`config.mk`:
```
export PLATFORM = sky130hd
export DESIGN_NAME = tlut_accum
export DESIGN_NICKNAME = d
export VERILOG_FILES = /design/src/rtl/tlut_accum.sv
export SDC_FILE = /design/constraint.sdc
export NUM_CORES = 1
export LEC_CHECK = 0
export ABC_AREA = 1
export CAP_MARGIN = 20
export CORE_AREA = 5 5 171 173
export CTS_CLUSTER_SIZE = 25
export DETAILED_ROUTE_END_ITERATION = 6
export DIE_AREA = 0 0 176 178
export PLACE_DENSITY_LB_ADDON = 0.15
export SYNTH_ARGS = -nofsm -noshare
export SYNTH_HDL_FRONTEND = slang
export SYNTH_SLANG_ARGS = --single-unit
```
`constraint.sdc`:
```
create_clock -name clk -period 2 [get_ports clk]
set_clock_uncertainty 0.2 [all_clocks]
set_input_delay 0.4 -clock clk [delete_from_list [all_inputs] [get_ports clk]]
set_output_delay 0.4 -clock clk [all_outputs]
set_load 0.02 [all_outputs]
```
`src/rtl/tlut_accum.sv`:
```
// Temporal-LUT sequencer/accumulator: ramps the comparator rng over one window and
// sums the shared weight into each lane whose bitstream is high, giving A[i]*B per lane.
module tlut_accum #(
  parameter int DIM_A        = 8,
  parameter int INPUT_WIDTH  = 8,
  parameter int WEIGHT_WIDTH = 8,
  parameter int ACC_WIDTH    = INPUT_WIDTH + WEIGHT_WIDTH
) (
  input  logic                       clk,
  input  logic                       rst_n,
  input  logic                       start,
  input  logic [WEIGHT_WIDTH-1:0]    weight,
  output logic                       in_ready,
  output logic [INPUT_WIDTH-1:0]     rng,
  output logic                       cmp_en,
  input  logic [DIM_A-1:0]           bit_in,
  output logic                       out_valid,
  input  logic                       out_ready,
  output logic [DIM_A*ACC_WIDTH-1:0] acc_out
);

  typedef enum logic [1:0] {S_IDLE, S_RUN, S_DRAIN, S_DONE} state_t;

  state_t                  r_state;
  logic [INPUT_WIDTH-1:0]  r_rng;
  logic                    r_cmp_en;
  logic                    r_acc_en;
  logic                    r_out_valid;
  logic [WEIGHT_WIDTH-1:0] r_weight_q;
  logic [ACC_WIDTH-1:0]    r_acc [DIM_A];

  assign in_ready  = (r_state == S_IDLE);
  assign rng       = r_rng;
  assign cmp_en    = r_cmp_en;
  assign out_valid = r_out_valid;

  always_ff @(posedge clk or negedge rst_n) begin
    if (!rst_n) begin
      r_state     <= S_IDLE;
      r_rng       <= '0;
      r_cmp_en    <= 1'b0;
      r_acc_en    <= 1'b0;
      r_out_valid <= 1'b0;
      r_weight_q  <= '0;
      for (int unsigned i = 0; i < DIM_A; i++) r_acc[i] <= '0;
    end else begin
      // acc_en trails cmp_en by the comparator's one-register latency
      r_acc_en <= r_cmp_en;
      if (r_acc_en) begin
        for (int unsigned i = 0; i < DIM_A; i++)
          if (bit_in[i]) r_acc[i] <= r_acc[i] + ACC_WIDTH'(r_weight_q);
      end

      case (r_state)
        S_IDLE: begin
          if (start) begin
            r_weight_q <= weight;
            for (int unsigned i = 0; i < DIM_A; i++) r_acc[i] <= '0;
            r_rng    <= '0;
            r_cmp_en <= 1'b1;
            r_state  <= S_RUN;
          end
        end
        S_RUN: begin
          if (r_rng == '1) begin
            r_rng    <= '0;
            r_cmp_en <= 1'b0;
            r_state  <= S_DRAIN;
          end else begin
            r_rng <= r_rng + INPUT_WIDTH'(1);
          end
        end
        S_DRAIN: begin
          r_out_valid <= 1'b1;
          r_state     <= S_DONE;
        end
        S_DONE: begin
          if (out_ready) begin
            r_out_valid <= 1'b0;
            r_state     <= S_IDLE;
          end
        end
        default: r_state <= S_IDLE;
      endcase
    end
  end

  always_comb begin
    acc_out = '0;
    for (int unsigned i = 0; i < DIM_A; i++)
      acc_out[i*ACC_WIDTH +: ACC_WIDTH] = r_acc[i];
  end

endmodule

```
==> metrics.md, run 1 <==
| Metric | Value |
|---|---|
| Status | `complete, but fails checks` |
| Failing checks | `negative setup slack` |
| Setup TNS | `-0.0001881 ns` |
| Crit path time final | `2.000 ns` |
| Row count | `61` |
| First-pass GRT wire length | `50.82 mm` |
| Worst reg2reg endpoint | `acc_out[60]` |
| Worst vdd ir | `0.7869 mV` |
| Pin count of the biggest net entering global routing | `62` |
| Synthesis-stage register bit count | `149` |
| Global placement routability congestion | `0.9181` |
| Clk pin slew, worst setup/hold paths | `0.07 ns` |
| Number of port buffers | `158` |
| Req. time, crit path | `2.15 ns` |
| HPWL Detailed | `23.11 mm` |
| Fin cells | `2,172` |
| Vias/cell | `4.914` |
| Leakage | `8.199 nW` |
| Overall die width | `176 um` |
| Die area | `0.03133 mm2` |
| Slew @ Worst Pin | `0.3586 ns` |
| R2R depth | `10` |
| CTS max path bufs | `2` |
| Fin. max-slew vios | `0` |
| Crit share post-route | `1.000` |
| Fraction of final layout cells sized beyond drive strength 1 | `0.2004` |
| Initial antenna violation count | `0` |
| Setup crit end kind | `register` |
| Total track usage | `0.1985` |
| Fill cells | `2,666` |
| RSZ-0062 raised after global routing | `true` |
| Starting DRC count in detailed routing | `571` |
| P per Cell Area | `1605 mW/mm2` |
| Core box area | `0.02748 mm2` |
| H-Tree Depth | `4` |
| Area growth syn-to-layout | `39.59%` |
| Vias | `10,670` |
| Arrival time worst endpoint | `2.15 ns` |
| DRC violations left | `0` |
| Final Power | `24.31 mW` |
| Clock root buffer | `clkbuf_16` |
| Inserted Diodes | `0` |
| Most used DFF post-synth | `dfrtp_1` |
| Hold Crit Class | `in2async` |
| TritonCTS clock tree | `done` |
| Grt total ovfl | `0` |
| Num CTS Buffers | `17` |
| Clock Sinks | `149` |
| Number of global-route vias before repair | `10,350` |
| Syn_area_per_cell | `6.920 um2` |
| DRT Wirelength | `31.55 mm` |
| Setup Crit Path Kind | `reg2reg` |
| Die H | `178 um` |
| Number of synthesized flops with an enable pin | `0` |
| Pre-Repair DR Iteration Count | `7` |
| Final Hold Fails | `0` |
| Syn nets | `1,665` |
| Post-synthesis cell area | `0.01085 mm2` |
| Async S/R FF share, synth | `1.000` |
| Worst slew margin | `0.7609` |
| Clock latency on the worst-skew pair | `0.42 ns` |
| I/O pin cnt | `159` |
| Starting Density | `0.3949` |
| Nets | `1,910` |
| Synth Warn # | `0` |
| Syn Inst Count | `1,568` |
| Worst r2r src | `r_weight_q[0]` |
| CP Max Fanout | `6` |
| Setup crit start kind | `register` |
| Fmax | `500.0 MHz` |
| Post-Place Cells | `2,130` |
| DR WL/cell | `14.53 um` |
| Final ANT Viol Nets | `0` |
| Seq/Total Area, Yosys | `0.3436` |
| Slack of the worst reg-to-reg path | `-0.0002 ns` |
| Setup ws final | `-0.0001881 ns` |
| Synth unique cells | `37` |
| Setup-failing EPs final | `1` |
| Commonest non-fill, non-tap cell in the layout | `nand2_1` |
| Commonest cells after routing, fill and taps aside | `405 x nand2_1, 240 x inv_1, 162 x nor2_1, 146 x dfrtp_1, 130 x dlygate4sd2_1` |
| Maxcap violations | `0` |
## synthesized netlist by cell type, types with 11 or more instances
master    instances  share of area
buf_2            15         0.0069
nand3_2          14          0.013
inv_1           242          0.084
nand2_1         448           0.15
o21ai_0          74          0.034
or2_1            11         0.0063
nand3_1         137          0.063
nor2_1          178          0.062
xnor2_1          21          0.017
nand4_1          18          0.010
dfrtp_1         149           0.34
o21bai_1         16          0.011
xor2_1           14          0.011
a21oi_1          65          0.030
ha_1             69          0.080
nand2_2          13         0.0075
## where the power goes
group	switching, mW	internal [mW]
logic	8.91	6.90
registers	1.20	3.91
clock network	1.36	2.04
total	11.5	12.8
## worst max-delay path, cell delays in order, from the launching register on
cell and delay, ns:
dfrtp_1 0.41, buf_12 0.17, ha_2 0.19, fa_2 0.35
nand2_2 0.07, nand2_2 0.07, nand3_2 0.09, nand2_4 0.09
nand2_2 0.09, o21ai_0 0.07, a21oi_1 0.12
## metal layers
layer  vias to the layer above  GRT usage  part of all wire
met3                        39    0.03391             0.044
met1                      4949     0.2586              0.45
met2                       234     0.3387              0.49
met5                         -          0                 0
met4                         0    0.06173             0.020
li1                       5452          -                 -
## flip-flops by register name, indices dropped and copies added (netlist names)
| register | flops |
|---|---|
| acc_out | 128 |
| r_weight_q | 8 |
| rng | 8 |
| r_state | 2 |
| cmp_en | 1 |
| out_valid | 1 |
| r_acc_en | 1 |
## worst max path at each step
stage | startpoint | endpoint | slack [ns] | cells past startpoint
floorplan | acc_out[0] | acc_out[12] | 0.03 | 10
global placement | r_weight_q[0] | acc_out[12] | -0.07 | 11
detailed placement | r_weight_q[0] | acc_out[8] | -0.11 | 10
CTS | r_weight_q[5] | acc_out[13] | -0.001 | 10
global route | r_weight_q[0] | acc_out[124] | -0.1 | 10
finish | r_weight_q[0] | acc_out[60] | -0.0002 | 10
## cells by family after synthesis
family	after synthesis	share of synthesized area
adder cells (fa/ha/maj)	77	0.09433
buffers and inverters	283	0.1034
AND/OR/NAND/NOR	855	0.3452
AO/OA/AOI/OAI	168	0.08418
multiplexers	1	0.0009225
flip-flops	149	0.3436
XOR/XNOR	35	0.02825
## per-stage QoR
step	setup WS (ns)	util	area, um2	hold WS, ns
3_3_place_gp	-0.07430	0.4906	13480	0.1240
4_1_cts	-0.001222	0.5137	14110	0.2474
5_1_grt	-0.09555	0.5512	15150	0.2582
6_report	-0.0001881	0.5512	15150	0.2471
2_1_floorplan	0.02768	-	10850	-0.09559
3_5_place_dp	-0.1093	0.4906	13480	0.1253
## repair_timing
| item | in CTS | in global routing |
|---|---|---|
| endpoints found under the hold margin | 24 | 0 |
| cloned | 0 | 1 |
| pin swaps | 7 | 36 |
| setup buffers | 1 | 7 |
| setup endpoints to repair | 178 | 96 |
| gates resized for setup | 172 | 196 |
| hold buffers | 1 | 0 |
## final cells by class
| cell class | instances | area, um2 | share of cell area |
|---|---|---|---|
| inverter | 252 | 949.7 | 0.06270 |
| clock buffer | 21 | 460.4 | 0.03040 |
| clock inverter | 11 | 150.1 | 0.009913 |
| sequential | 149 | 3732 | 0.2464 |
| timing repair buffer | 257 | 2357 | 0.1556 |
| multi-input combinational | 1136 | 7063 | 0.4663 |
| tap | 346 | 432.9 | 0.02858 |
(Power assumes the default switching activity.)
==> run 2: changes to the inputs <==
--- a/config.mk
+++ b/config.mk
@@ -5,12 +5,11 @@
 export SDC_FILE = /design/constraint.sdc
 export NUM_CORES = 1
 export LEC_CHECK = 0
-export ABC_AREA = 1
 export CAP_MARGIN = 20
-export CORE_AREA = 5 5 171 173
-export CTS_CLUSTER_SIZE = 25
+export CORE_AREA = 5 5 161 163
+export CTS_CLUSTER_SIZE = 28
 export DETAILED_ROUTE_END_ITERATION = 6
-export DIE_AREA = 0 0 176 178
+export DIE_AREA = 0 0 166 168
 export PLACE_DENSITY_LB_ADDON = 0.15
 export SYNTH_ARGS = -nofsm -noshare
 export SYNTH_HDL_FRONTEND = slang
==> metrics.md, run 2 <==
| Metric | Value |
|---|---|
| Maxcap violations | `0` |
| Clock latency on the worst-skew pair | `0.43 ns` |
| Syn Inst Count | `1,063` |
| Post-Route Utilization | `0.6385` |
| Met2 wire length | `15.96 mm` |
| RSZ-0062 raised after global routing | `true` |
| CTS max path bufs | `2` |
| Overall die width | `166 um` |
| Worst r2r src | `r_weight_q[0]` |
| Syn_area_per_cell | `9.027 um2` |
| Clk pin slew, worst setup/hold paths | `0.07 ns` |
| HPWL Detailed | `22.27 mm` |
| R2R depth | `9` |
| Synth area leaders | `dfrtp_1 39%, ha_1 9.0%, nand2_1 6.6%` |
| Number of port buffers | `158` |
| Final Hold Fails | `0` |
| Pin count of the biggest net entering global routing | `47` |
| Failing checks | `negative setup slack` |
| Setup-failing EPs final | `98` |
| Worst reg2reg endpoint | `acc_out[58]` |
| Num CTS Buffers | `17` |
| Critical path endpoint | `acc_out[58]` |
| WHS | `0.2801 ns` |
| Pre-Repair DR Iteration Count | `5` |
| Syn nets | `1,160` |
| Power Internal | `5.141 mW` |
| Setup slack at placement | `-0.4564 ns` |
| Multi-input logic area | `0.006773 mm2` |
| Most frequent cell after synthesis | `nand2_1` |
| Nets | `1,589` |
| DR WL/cell | `18.03 um` |
| H-Tree Depth | `4` |
| Total track usage | `0.2268` |
| Most used DFF post-synth | `dfrtp_1` |
| Worst vdd ir | `0.3638 mV` |
| Met1 WL | `14.85 mm` |
| Setup ws final | `-0.3918 ns` |
| Row count | `57` |
| Req. time, crit path | `2.13 ns` |
| Seq/Total Area, Yosys | `0.3886` |
| First-pass GRT wire length | `52.32 mm` |
| Crit path time final | `2.392 ns` |
| Crit share post-route | `1.196` |
| Area growth syn-to-layout | `60.88%` |
| Setup crit start kind | `register` |
| Switch Pwr | `1.423 mW` |
| Post-synthesis cell area | `0.009595 mm2` |
| Setup crit end kind | `register` |
| Largest area contributor in the netlist | `dfrtp_1` |
| Setup Crit Path Kind | `reg2reg` |
| Number of synthesized flops with an enable pin | `0` |
| Setup crit start | `r_weight_q[0]` |
| TritonCTS clock tree | `done` |
| Largest register FFs | `128` |
| Fraction of final layout cells sized beyond drive strength 1 | `0.3402` |
| Worst slew margin | `0.6507` |
| Arrival time worst endpoint | `2.52 ns` |
| Fill cells | `2,005` |
| Clock root buffer | `clkbuf_16` |
| Inserted Diodes | `0` |
| Switching portion of total power | `0.2168` |
| Initial antenna violation count | `0` |
| Final ANT Viol Nets | `0` |
| CP Max Fanout | `7` |
| Share of the synthesized area in the top cell type | `0.3886` |
| I/O pin cnt | `159` |
| Status | `complete, but fails checks` |
| Hold Crit Class | `reg2reg` |
| Clock network fraction of total power | `0.519` |
| Core box area | `0.02418 mm2` |
| Vias/cell | `5.505` |
| P per Cell Area | `425.2 mW/mm2` |
| Commonest cells after routing, fill and taps aside | `259 x buf_4, 167 x nand2_1, 137 x dlygate4sd2_1, 123 x dfrtp_1, 91 x a21oi_1` |
| Synthesis-stage register bit count | `149` |
| Slack of the worst reg-to-reg path | `-0.39 ns` |
| Fin. max-slew vios | `0` |
| Vias | `10,070` |
| Die H | `168 um` |
| Setup TNS | `-25.10 ns` |
| Seq. cell area | `0.003769 mm2` |
| Global placement routability congestion | `0.8832` |
| Share of total power in sequential cells | `0.459` |
| Fmax | `418.1 MHz` |
| Slew @ Worst Pin | `0.5240 ns` |
| Synth Warn # | `0` |
| Die area | `0.02789 mm2` |
| Clock Sinks | `149` |
| Synth cell count leaders | `169 x nand2_1, 149 x dfrtp_1, 115 x a21oi_1, 69 x ha_1, 61 x o21ai_0` |
| Leakage | `7.466 nW` |
| Starting DRC count in detailed routing | `623` |
| Routed wl met3 | `1.488 mm` |
| Commonest non-fill, non-tap cell in the layout | `buf_4` |
| Top Layer Used | `met4` |
| Synth unique cells | `64` |
| Number of global-route vias before repair | `10,200` |
| Grt total ovfl | `0` |
| Starting Density | `0.3969` |
| Async S/R FF share, synth | `1.000` |
| Combinational share of power | `0.022` |
| DRC violations left | `0` |
| DRT Wirelength | `32.97 mm` |
## run 2: final cells by class
cell class,instances,share of cell area
multi-input combinational,862,0.4387
timing repair buffer,446,0.2470
sequential,149,0.2441
clock buffer,21,0.03047
tap,324,0.02626
clock inverter,11,0.009564
inverter,16,0.003890
## run 2: worst max-delay path, stage by stage, from the launching register on
cell	delay [ns]
dfrtp_4	0.50
buf_8	0.15
buf_6	0.11
ha_4	0.16
fa_2	0.34
a21o_1	0.21
a21oi_4	0.20
o21a_4	0.20
nor4_2	0.04
o21a_1	0.18
## run 2: repair_timing
action                                  CTS  global route
endpoints found under the setup margin  239           130
pin swaps                               112           112
gates cloned                              0             2
endpoints found under the hold margin    36             0
gates resized for setup                 272            82
setup buffers                            30            17
hold buffers                              1             0
## run 2: kinds of logic after synthesis
group           after synthesis  share of synthesized area
simple gates                407                     0.2112
fa+ha+maj                    77                     0.1067
compound gates              331                     0.2265
flops                       149                     0.3886
buf+inv                      54                    0.02334
mux                          18                    0.01904
xor+xnor                     27                    0.02465
## run 2: power by group through the flow
| stage | registers, mW | clock network (mW) | logic [mW] |
|---|---|---|---|
| finish | 3.01 | 3.40 | 0.146 |
| global route | 3.01 | 3.60 | 0.164 |
| CTS | 3.01 | 3.47 | 0.149 |
| detailed placement | 3.07 | 0 | 0.147 |
| global placement | 3.07 | 0 | 0.148 |
| floorplan | 3.07 | 0 | 0.000794 |
## run 2: per-stage QoR
step | cell area [um2] | power, mW | std cells
final | 15440 | 6.564 | 1829
after global routing | 15440 | 6.777 | 1829
after CTS | 14940 | 6.637 | 1815
after detailed placement | 13670 | 3.217 | 1753
after global placement | 13670 | 3.218 | 1753
after floorplan | 9891 | 3.071 | 1063
## run 2: how the worst min path moves through the flow
stage	from	to	slack [ns]	cells past startpoint
after global placement	rst_n	acc_out[11]	0.20	1
after global routing	cmp_en	r_acc_en	0.32	0
after CTS	cmp_en	r_acc_en	0.28	0
after floorplan	rst_n	acc_out[0]	-0.1	0
after detailed placement	rst_n	acc_out[9]	0.19	1
final	cmp_en	r_acc_en	0.28	0
## run 2: metal layers
| layer | vias up | global-route usage |
|---|---|---|
| met3 | 57 | 0.04033 |
| met1 | 4927 | 0.3028 |
| li1 | 4823 | - |
| met5 | - | 0 |
| met4 | 0 | 0.06528 |
| met2 | 262 | 0.3803 |
==> patch: new RTL, config.mk and constraints of run 2 <==
`WEIGHT_WIDTH`: 8 -> 9.
--- a/src/rtl/tlut_accum.sv
+++ b/src/rtl/tlut_accum.sv
@@ -3,7 +3,7 @@
 module tlut_accum #(
   parameter int DIM_A        = 8,
   parameter int INPUT_WIDTH  = 8,
-  parameter int WEIGHT_WIDTH = 8,
+  parameter int WEIGHT_WIDTH = 9,
   parameter int ACC_WIDTH    = INPUT_WIDTH + WEIGHT_WIDTH
 ) (
   input  logic                       clk,
Ports: changed (resized acc_out and weight); port bits go from 159 to 168. No check against the original RTL was run, so the function may have changed too.
==> patch against run 2 <==
Highest routed layer is now met5. Total power fell by 3.9%. Setup slack got worse by 0.083 ns. Core utilization rose by 5.1 points. Combinational power fell by 8%. Cell area rose by 8.0%. Wire length rose by 1.9%. Critical endpoint is now acc_out[78]. First-iteration DRC count fell by 14%. Synthesized area rose by 4.3%. The flow still finishes with violations (setup timing). Via count rose by 0.57%. Sequential cell count rose by 9. Clock power fell by 13%.
==> patch: results (changes against run 2) <==
status finished, violations left; failing checks setup timing; first-pass GRT wire length 53.54 mm (+2.3%); post-synthesis sequential area ratio 0.3950 (+0.006423); Metal-1 WL 14.81 mm (-0.23%); largest net degree at the start of global routing 44 (-6.4%); fin worst setup slack -0.4746 ns (-0.08274 ns); Synth Area in Compound Gates 0.1856 (-0.04087); WL final 33.61 mm (+1.9%); worst-margin pin slew 0.3907 ns (-0.1333 ns); Final Power 0.006305 W (-3.9%); Nets 1,689 (+6.3%); Hold Path Class primary input to async pin; Setup TNS -28.24 ns (-3.143 ns); commonest cells in the netlist nand2_1 (161), dfrtp_1 (158), nor2_1 (127); post-synthesis adder-cell area fraction 0.1122 (+0.005587); top post-synthesis cells by area dfrtp_1 (40%), ha_1 (9.6%), nand2_1 (6.0%); initial antenna violation count 1 (+1); All-Layer GR Usage 0.2324 (+0.005560); port bufs 167 (+5.7%); Placement Setup Slack -0.4122 ns (+0.04424 ns); mux contribution to synthesized area 0.002250 (-0.01679); Slowest cell on crit path dfrtp_2; xor and xnor area share after synthesis 0.07438 (+0.04973); Routed met3 length 1.457 mm (-2.1%); dpl cells 1,842 (+5.1%); NetSw 0.001448 W (+1.8%); CP peak stage delay 0.46 ns (-0.04 ns); Max FO, Critical Path 6 (-1); met2 GRT Util 0.3952 (+0.01491); Max VDD drop 0.0004908 V (+35%); top layer in use met5; dpl hpwl 22.93 mm (+3.0%); RePlAce Congestion 0.8703 (-1.5%); placed cell area 14,550 um^2 (+6.5%); met1 usage 0.3046 (+0.001853); ratio of cells with drive above 1 in the final layout 0.3872 (+0.04702); main flop type after synthesis dfrtp_1; DR vias 10,126 (+0.57%); combinational group power 0.000135 W (-8%); P_leak 8.141 nW (+9.0%); max FFs per register 136 (+6.3%); vias in the first global route 10,524 (+3.2%); # setup viols final 107 (+9.2%); syn_nets 1,232 (+6.2%); drt initial violations 535 (-14%); routed length on met2 16.51 mm (+3.5%); sequential power 0.00320 W (+6%); filler instances 1,911 (-4.7%); unique cell type count in the Yosys netlist 62 (-3.1%); Post-Synthesis Cells 1,126 (+5.9%); Critical Path AT 2.60 ns (+0.08 ns); GR Util met3 0.04478 (+0.004455); Avg Vias per Cell 5.274 (-4.2%)
patch: path summary, 6_finish.rpt:
path | startpoint | to | slack [ns] | depth (start not counted)
hold reg to reg | cmp_en | r_acc_en | 0.24 | 0
hold / removal | rst_n | acc_out[132] | 0.24 | 2
setup / recovery | r_weight_q[0] | acc_out[78] | -0.47 | 11
min in group clk | cmp_en | r_acc_en | 0.24 | 0
max in group asynchronous | rst_n | rng[0] | 0.77 | 3
setup reg to reg | r_weight_q[0] | acc_out[78] | -0.47 | 11
patch: layout make-up:
class,count,area [um^2],share of cell area
timing repair buffer,470,4133,0.2479
clock buffer,21,450.4,0.02702
inverter,36,141.4,0.008480
multi-input combinational,900,7495,0.4495
sequential,158,3978,0.2386
tap,324,405.4,0.02432
clock inverter,11,70.07,0.004203
patch: what timing repair did:
item                                    CTS  global route
buffers inserted                         26            26
hold buffers                              1             0
gates resized for setup                 319           127
pin swaps                                96           125
endpoints found under the setup margin  253           124
hold endpoints to repair                 32             0
